`src/rtl/irq_ctrl.sv`:
```
// Interrupt controller: per-line edge/level pending latches, priority select to CP0 HWInt,
// in-service tracking until EOI. Optional one-level preemption under `IRQ_NEST_EN.

module irq_line (
  input  logic clk,
  input  logic reset,
  input  logic src,
  input  logic mode,
  input  logic w1c,
  input  logic ack_clr,
  output logic pending
);
  logic prev;

  // Edge lines latch until W1C or ack; a new edge in the same cycle wins.
  always_ff @(posedge clk) begin
    if (reset) begin
      prev    <= 1'b0;
      pending <= 1'b0;
    end else begin
      prev <= src;
      if (mode) pending <= (src & ~prev) | (pending & ~(w1c | ack_clr));
      else      pending <= src;
    end
  end
endmodule

module irq_ctrl #(
  parameter int N_IRQ = 6
) (
  input  logic             clk,
  input  logic             reset,
  input  logic [N_IRQ-1:0] irq_src,
  input  logic             we,
  input  logic [1:0]       addr,
  input  logic [31:0]      wdata,
  output logic [31:0]      rdata,
  input  logic             int_ack,
  output logic [5:0]       hw_int,
  output logic             busy
);
  typedef enum logic [1:0] {IDLE = 2'd0, ACTIVE = 2'd1, SERVICE = 2'd2} state_t;

  state_t           state, state_n;
  logic [N_IRQ-1:0] enable, mode, pending, req_vec, w1c, ack_clr;
  logic [2:0]       top, isr_id;
  logic [5:0]       top_hot, hw_int_d;
  logic             has_req, eoi, ack_take, nest;
`ifdef IRQ_NEST_EN
  logic [2:0]       saved_id;
  logic             push, pop;
`endif

  wire unused_wdata = ^wdata[31:N_IRQ];

  assign req_vec = pending & enable;
  assign has_req = |req_vec;
  assign eoi     = we && (addr == 2'd3);
  assign w1c     = (we && addr == 2'd2) ? wdata[N_IRQ-1:0] : '0;
  assign ack_clr = ack_take ? (N_IRQ'(1) << top) : '0;
  assign top_hot = has_req ? (6'd1 << top) : 6'd0;
  assign busy    = (state == SERVICE);

  always_comb begin
    top = '0;
    for (int i = 0; i < N_IRQ; i++)
      if (req_vec[i]) top = 3'(i);
  end

  irq_line u_line [N_IRQ-1:0] (
    .clk(clk), .reset(reset), .src(irq_src), .mode(mode),
    .w1c(w1c), .ack_clr(ack_clr), .pending(pending)
  );

  always_ff @(posedge clk) begin
    if (reset) state <= IDLE;
    else       state <= state_n;
  end

  always_comb begin
    state_n = state;
    case (state)
      IDLE:    if (has_req) state_n = ACTIVE;
      ACTIVE:  if (int_ack) state_n = SERVICE;
               else if (!has_req) state_n = IDLE;
      SERVICE: if (eoi && !nest) state_n = IDLE;
      default: state_n = IDLE;
    endcase
  end

  always_comb begin
    hw_int_d = '0;
    ack_take = 1'b0;
`ifdef IRQ_NEST_EN
    push     = 1'b0;
    pop      = 1'b0;
`endif
    case (state)
      IDLE:   hw_int_d = top_hot;
      ACTIVE: if (int_ack) ack_take = has_req;
              else         hw_int_d = top_hot;
      SERVICE: begin
`ifdef IRQ_NEST_EN
        // EOI beats a coincident ack; only a strictly higher line may preempt.
        if (eoi) begin
          if (nest) pop = 1'b1;
          else      hw_int_d = top_hot;
        end else if (!nest && has_req && top > isr_id) begin
          if (int_ack) begin
            ack_take = 1'b1;
            push     = 1'b1;
          end else hw_int_d = top_hot;
        end
`else
        if (eoi) hw_int_d = top_hot;
`endif
      end
      default: ;
    endcase
  end

  always_ff @(posedge clk) begin
    if (reset) begin
      enable <= '0;
      mode   <= '0;
      isr_id <= '0;
      hw_int <= '0;
`ifdef IRQ_NEST_EN
      saved_id <= '0;
      nest     <= 1'b0;
`endif
    end else begin
      if (we && addr == 2'd0) enable <= wdata[N_IRQ-1:0];
      if (we && addr == 2'd1) mode   <= wdata[N_IRQ-1:0];
      hw_int <= hw_int_d;
      if (ack_take) isr_id <= top;
`ifdef IRQ_NEST_EN
      if (push) begin
        saved_id <= isr_id;
        nest     <= 1'b1;
      end
      if (pop) begin
        isr_id <= saved_id;
        nest   <= 1'b0;
      end
`endif
    end
  end

`ifndef IRQ_NEST_EN
  assign nest = 1'b0;
`endif

  always_comb begin
    case (addr)
      2'd0:    rdata = 32'(enable);
      2'd1:    rdata = 32'(mode);
      2'd2:    rdata = 32'(pending);
      default: rdata = {busy, 23'b0, nest, isr_id, 4'b0};
    endcase
  end
endmodule

```
`config.mk`:
```
export PLATFORM = sky130hd
export DESIGN_NAME = irq_ctrl
export DESIGN_NICKNAME = d
export VERILOG_FILES = /design/src/rtl/irq_ctrl.sv
export SDC_FILE = /design/constraint.sdc
export NUM_CORES = 1
export LEC_CHECK = 0
export ABC_AREA = 0
export CAP_MARGIN = 5
export CORE_MARGIN = 3
export CORE_UTILIZATION = 40
export DETAILED_ROUTE_END_ITERATION = 10
export PLACE_DENSITY = 0.78
export SLEW_MARGIN = 20
export SYNTH_ARGS = -nofsm -noshare
export SYNTH_HDL_FRONTEND = slang
export SYNTH_SLANG_ARGS = --single-unit
export TNS_END_PERCENT = 5
```
`constraint.sdc`:
```
create_clock -name clk -period 3.3 [get_ports clk]
set_input_delay 0.99 -clock clk [delete_from_list [all_inputs] [get_ports clk]]
set_output_delay 0.99 -clock clk [all_outputs]
set_load 0.03 [all_outputs]
```
==> impl_metrics.py, run 1 <==
metrics = {
    "run_status": {
        "status": "finished clean",
    },
    "detailed_routing": {
        "firstDrtPassIters": 4,
        "wl_per_cell_um": 13.6,
        "vias": 1426,
        "routed_wl_mm": 3.82,
        "drtIter0Drc": 86,
        "avgViaCountPerCell": 5.07,
        "drc": 0,
        "ant_nets": 0,
    },
    "sta": {
        "setup_tns_ps": 0,
        "final.setup.worst_slack_ps": 117,
        "finalHoldViolCount": 0,
        "drv_slew": 0,
        "skew_ps": 11.8,
        "layout_min_cycle_time_ps": 3180,
        "rsz0062_at_grt": "false",
        "setup_viol": 0,
        "fin_hold_ws_ps": 477,
        "timing.final.crit_share_pct": 96.5,
        "clock.fmax_ghz": 0.314,
    },
    "worst_setup_path": {
        "critPathTopFamily": "buffers and inverters",
        "crit_path_max_incr_delay_ps": 300,
        "critPathKind": "input port to output pin",
        "reg2reg_setup_slack_ps": 1830,
        "path_max_fanout": 7,
        "r2r-end": "u_line[2].pending",
        "reg2reg_depth": 4,
        "endpoint_kind": "output pin",
        "startpoint_type": "input port",
        "crit_path_cell_trace": "dlygate4sd2_1 -> buf_4 -> nor2b_1 -> buf_4 -> nand2_1 -> o21ai_0 -> buf_4",
        "crit_top_cell": "buf_4",
        "cp_num_buf_inv": 4,
        "critPathArrivalTime_ps": 2190,
        "r2r_start": "state[0]",
        "slowest_stage": "dlygate4sd2_1",
        "required_ps": 2310,
    },
    "min_path": {
        "hold_path_class": "register to register",
        "min_from": "isr_id[1]",
        "min_path_cells": 2,
        "worstHoldEndpoint": "isr_id[1]",
    },
    "clock_tree": {
        "clock_latency_ps": 300,
        "cts.path.max_buffers": 2,
        "cts_tree": "built",
        "clock-root-buffer": "clkbuf_8",
        "htree_levels": 2,
        "numCtsBuffers": 5,
        "clk_pin_slew_worst_paths_ps": 70,
        "cts.sinks": 35,
        "post_cts_buffers": 0,
    },
    "grt": {
        "grt_use_total_pct": 15.6,
        "grt_max_degree": 32,
        "grt_pass1_vias": 1296,
        "globalRoute.totalOverflow": 0,
        "antenna_found_initial": 0,
        "grt_pass1_wl_mm": 6.28,
    },
    "finish": {
        "design_area_um2": 2160,
        "diodes": 0,
        "area_delta_synth_final_pct": 22.2,
        "final_core_util_pct": 52.1,
        "fillers": 405,
        "final_nets": 275,
        "instances_no_fill": 281,
        "drive_above_1_share_pct": 13.0,
    },
    "place": {
        "dp_cells": 274,
        "gp_congestion": 0.800,
        "port_buffers": 32,
        "dpl-instance-area_um2": 2070,
        "dp_hpwl_mm": 2.84,
        "dp_worst_setup_slack_ps": -506,
    },
    "floorplanning": {
        "start_util_pct": 42.7,
        "die_h_um": 72.5,
        "pin_count": 83,
        "die_x_um": 72.5,
        "core-area_um2": 4140,
        "die_area_um2": 5250,
        "rows": 23,
    },
    "yosys": {
        "ys_types": 35,
        "yosys.area.top_type_share_pct": 39.6,
        "async_reset_ff_share_pct": 0,
        "synth_top_area_cell": "dfxtp_1",
        "synth_area_leaders": "dfxtp_1, buf_4, mux2i_1, nand2_1, nor2_1",
        "ys_seq_area_share_pct": 39.6,
        "syn_inst": 192,
        "synth.avg_cell_area_um2": 9.21,
        "synth_area_um2": 1770,
        "ys.flop_type": "dfxtp_1",
        "synthTopCellsByCount": "dfxtp_1, nand2_1, buf_4",
        "synth_edf_count": 0,
        "synth-seq-cells": 35,
        "yosys_warnings": 0,
        "yosys.cell_count.top_type": "dfxtp_1",
    },
    "pwr": {
        "ir_drop_uv": 226,
        "p_total_mw": 0.960,
        "power_leakage_nw": 0.890,
        "power_density_nw_per_um2": 444,
    },
    "job": {
        "cap_violations": 0,
    },
}
## worst max path at each step
stage,slack [ps],end,startpoint,cells past startpoint
2_1_floorplan,350,rdata[3],addr[0],3
3_3_place_gp,-490,rdata[4],addr[1],3
3_5_place_dp,-510,rdata[4],addr[1],3
4_1_cts,8,rdata[4],addr[1],3
5_1_grt,30,rdata[3],addr[0],7
6_report,120,rdata[3],addr[0],7
## cells by family (layout without fill, tap and decap cells)
group,after synthesis,count (layout),synth area share (%)
flip-flops,35,35,39.6
buffers and inverters,33,49,12.8
AO/OA/AOI/OAI,32,32,14.9
AND/OR/NAND/NOR,74,74,21.2
other,1,24,0.212
multiplexers,17,17,11.3
## what timing repair did
item | CTS | global route
hold buffers | 0 | 0
setup endpoints to repair | 6 | 5
pin swaps | 0 | 0
resized for setup | 4 | 2
## power breakdown
group,internal [mW],total (mW),switching (mW)
Combinational,0.0504,0.137,0.0863
Clock,0.221,0.373,0.152
Sequential,0.437,0.451,0.0138
## area by class of cell
| type | instances | area [um2] | share of cell area (%) |
|---|---|---|---|
| multi-input cells | 147 | 927 | 42.9 |
| flip-flops and latches | 35 | 701 | 32.4 |
| repair buffers | 41 | 364 | 16.9 |
| clock buffers | 6 | 72.6 | 3.36 |
| well taps | 50 | 62.6 | 2.90 |
| clock inverters | 1 | 30.0 | 1.39 |
| inverters | 1 | 3.75 | 0.174 |
## tightest hold or removal path, delay by kind of cell, from the launching register on
family,cells,cell delay [ps]
AO/OA/AOI/OAI,1,50
flip-flops,1,320
AND/OR/NAND/NOR,1,60
## cells in the final DEF (no fill, tap or decap), drive strengths merged, types with 3 or more instances in the layout
master	synthesis	final
nor2	17	17
nand3	3	3
nand4	3	3
nor3	6	6
clkdlybuf4s50	0	22
mux2i	15	15
nor2b	8	8
nand3b	4	4
nand2	26	26
clkbuf	0	7
a21oi	6	6
o21ai	7	7
dfxtp	35	35
dlygate4sd2	0	3
buf	32	15
conb	1	24
a22oi	3	3
a311oi	4	4
a22o	6	6
## sequential cells by signal (all words and copies together), names as in the netlist
signal          flops
u_line.prev         6
hw_int              6
enable              6
isr_id              3
state               2
u_line.pending      6
mode                6
## per-layer routing
layer  track usage, %  wire, um
met1             21.5      1750
met2             23.3      1730
met3             5.40       308
met4             4.30        35
met5                0         0
No activity file was read; power rests on OpenSTA's default activity.
==> inputs of run 2 (changes only) <==
REMOVE_ABC_BUFFERS = 1   (was not set)
==> impl_metrics.py, run 2 (synthesis results as in run 1) <==
metrics = {
    "run_status": {
        "status": "finished clean",
    },
    "pwr": {
        "power_leakage_nw": 0.881,
        "ir_drop_uv": 182,
        "p_total_mw": 0.903,
        "power_density_nw_per_um2": 419,
    },
    "finish": {
        "final_nets": 275,
        "final_core_util_pct": 52.1,
        "drive_above_1_share_pct": 13.9,
        "area_delta_synth_final_pct": 22.1,
        "final_cell_mix": "dfxtp_1, nand2_1, conb_1",
        "layout_commonest_cell": "dfxtp_1",
        "fillers": 408,
        "diodes": 0,
    },
    "worst_setup_path": {
        "critPathKind": "input port to output pin",
        "critPathArrivalTime_ps": 2190,
        "startpoint_type": "input port",
        "reg2reg_setup_slack_ps": 1860,
        "reg2reg_depth": 4,
        "required_ps": 2310,
        "r2r-end": "u_line[2].pending",
        "crit_path_max_incr_delay_ps": 590,
        "crit_path_cell_trace": "dlygate4sd2_1 -> mux4_1 -> clkdlybuf4s15_2",
        "endpoint_kind": "output pin",
        "slowest_stage": "mux4_1",
        "r2r_start": "state[0]",
        "path_max_fanout": 3,
    },
    "clock_tree": {
        "numCtsBuffers": 5,
        "clock-root-buffer": "clkbuf_8",
        "cts.path.max_buffers": 2,
        "cts_resized": 9,
        "clock_latency_ps": 300,
        "clk_pin_slew_worst_paths_ps": 60,
        "cts_hold_buf": 0,
        "cts.sinks": 35,
        "htree_levels": 2,
        "cts_tree": "built",
        "post_cts_buffers": 0,
    },
    "floorplanning": {
        "pin_count": 83,
        "die_x_um": 72.5,
        "start_util_pct": 42.7,
        "die_h_um": 72.5,
        "core-area_um2": 4140,
        "die_area_um2": 5250,
        "rows": 23,
    },
    "min_path": {
        "worstHoldEndpoint": "u_line[5].pending",
        "min_path_cells": 3,
        "hold_path_class": "register to register",
        "min_from": "u_line[5].prev",
    },
    "sta": {
        "skew_ps": 7.97,
        "finalHoldViolCount": 0,
        "rsz0062_at_grt": "false",
        "timing.final.crit_share_pct": 96.3,
        "clock.fmax_ghz": 0.315,
        "drv_slew": 0,
        "layout_min_cycle_time_ps": 3180,
        "setup_viol": 0,
        "setup_tns_ps": 0,
    },
    "place": {
        "port_buffers": 32,
        "dp_hpwl_mm": 2.80,
        "gp_congestion": 0.834,
    },
    "detailed_routing": {
        "wl_per_cell_um": 13.4,
        "vias": 1400,
        "firstDrtPassIters": 5,
        "routed_wl_mm": 3.78,
        "drtIter0Drc": 88,
        "drc": 0,
        "ant_nets": 0,
        "avgViaCountPerCell": 4.98,
    },
    "grt": {
        "grt_max_degree": 18,
        "antenna_found_initial": 0,
        "grt_pass1_wl_mm": 6.07,
        "grt_pass1_vias": 1283,
        "grt_use_total_pct": 15.1,
        "globalRoute.totalOverflow": 0,
    },
    "job": {
        "cap_violations": 0,
    },
}
## run 2: worst max-delay path, delay by kind of cell
kind | cells | cell delay, ps
buffers and inverters | 2 | 610
multiplexers | 1 | 590
## run 2: how the worst max path moves through the flow
stage          startpoint  cells after the start       end  slack (ps)
6_report          addr[1]                      3  rdata[4]         120
5_1_grt           addr[1]                      7  rdata[3]          40
4_1_cts           addr[1]                      3  rdata[4]         110
3_5_place_dp      addr[1]                      3  rdata[4]        -450
3_3_place_gp      addr[1]                      3  rdata[4]        -420
2_1_floorplan     addr[1]                      3  rdata[0]         500
## run 2: area by class of cell
type / instances / area [um2] / share of cell area [%]
Clock inverter: 1 / 5.00 / 0.232
Tap cell: 50 / 62.6 / 2.90
Sequential cell: 35 / 701 / 32.5
Timing Repair Buffer: 41 / 377 / 17.4
Clock buffer: 6 / 82.6 / 3.83
Inverter: 1 / 3.75 / 0.174
Multi-Input combinational cell: 147 / 927 / 43.0
## run 2: layer usage
layer  vias to the layer above  share of wire (%)  global-route usage, %
met1                       631                 45                   19.0
li1                        706                  -                      -
met2                        59                 45                   23.2
met5                         -                  0                      0
met4                         0                1.2                   5.94
met3                         4                8.9                   5.82
## run 2: where the power goes
part / switching [mW] / internal [mW]
combinational: 0.0869 / 0.0516
clock: 0.150 / 0.163
sequential: 0.0139 / 0.437
total: 0.251 / 0.652
## run 2: stage by stage
| stage | instances | setup WS, ps | hold slack (ps) | instance area (um2) |
|---|---|---|---|---|
| global placement | 274 | -422 | 446 | 2070 |
| global route | 281 | 43.9 | 497 | 2160 |
| finish | 281 | 121 | 458 | 2160 |
| detailed placement | 274 | -447 | 449 | 2070 |
| CTS | 281 | 113 | 460 | 2160 |
| floorplan | 183 | 503 | 427 | 1630 |
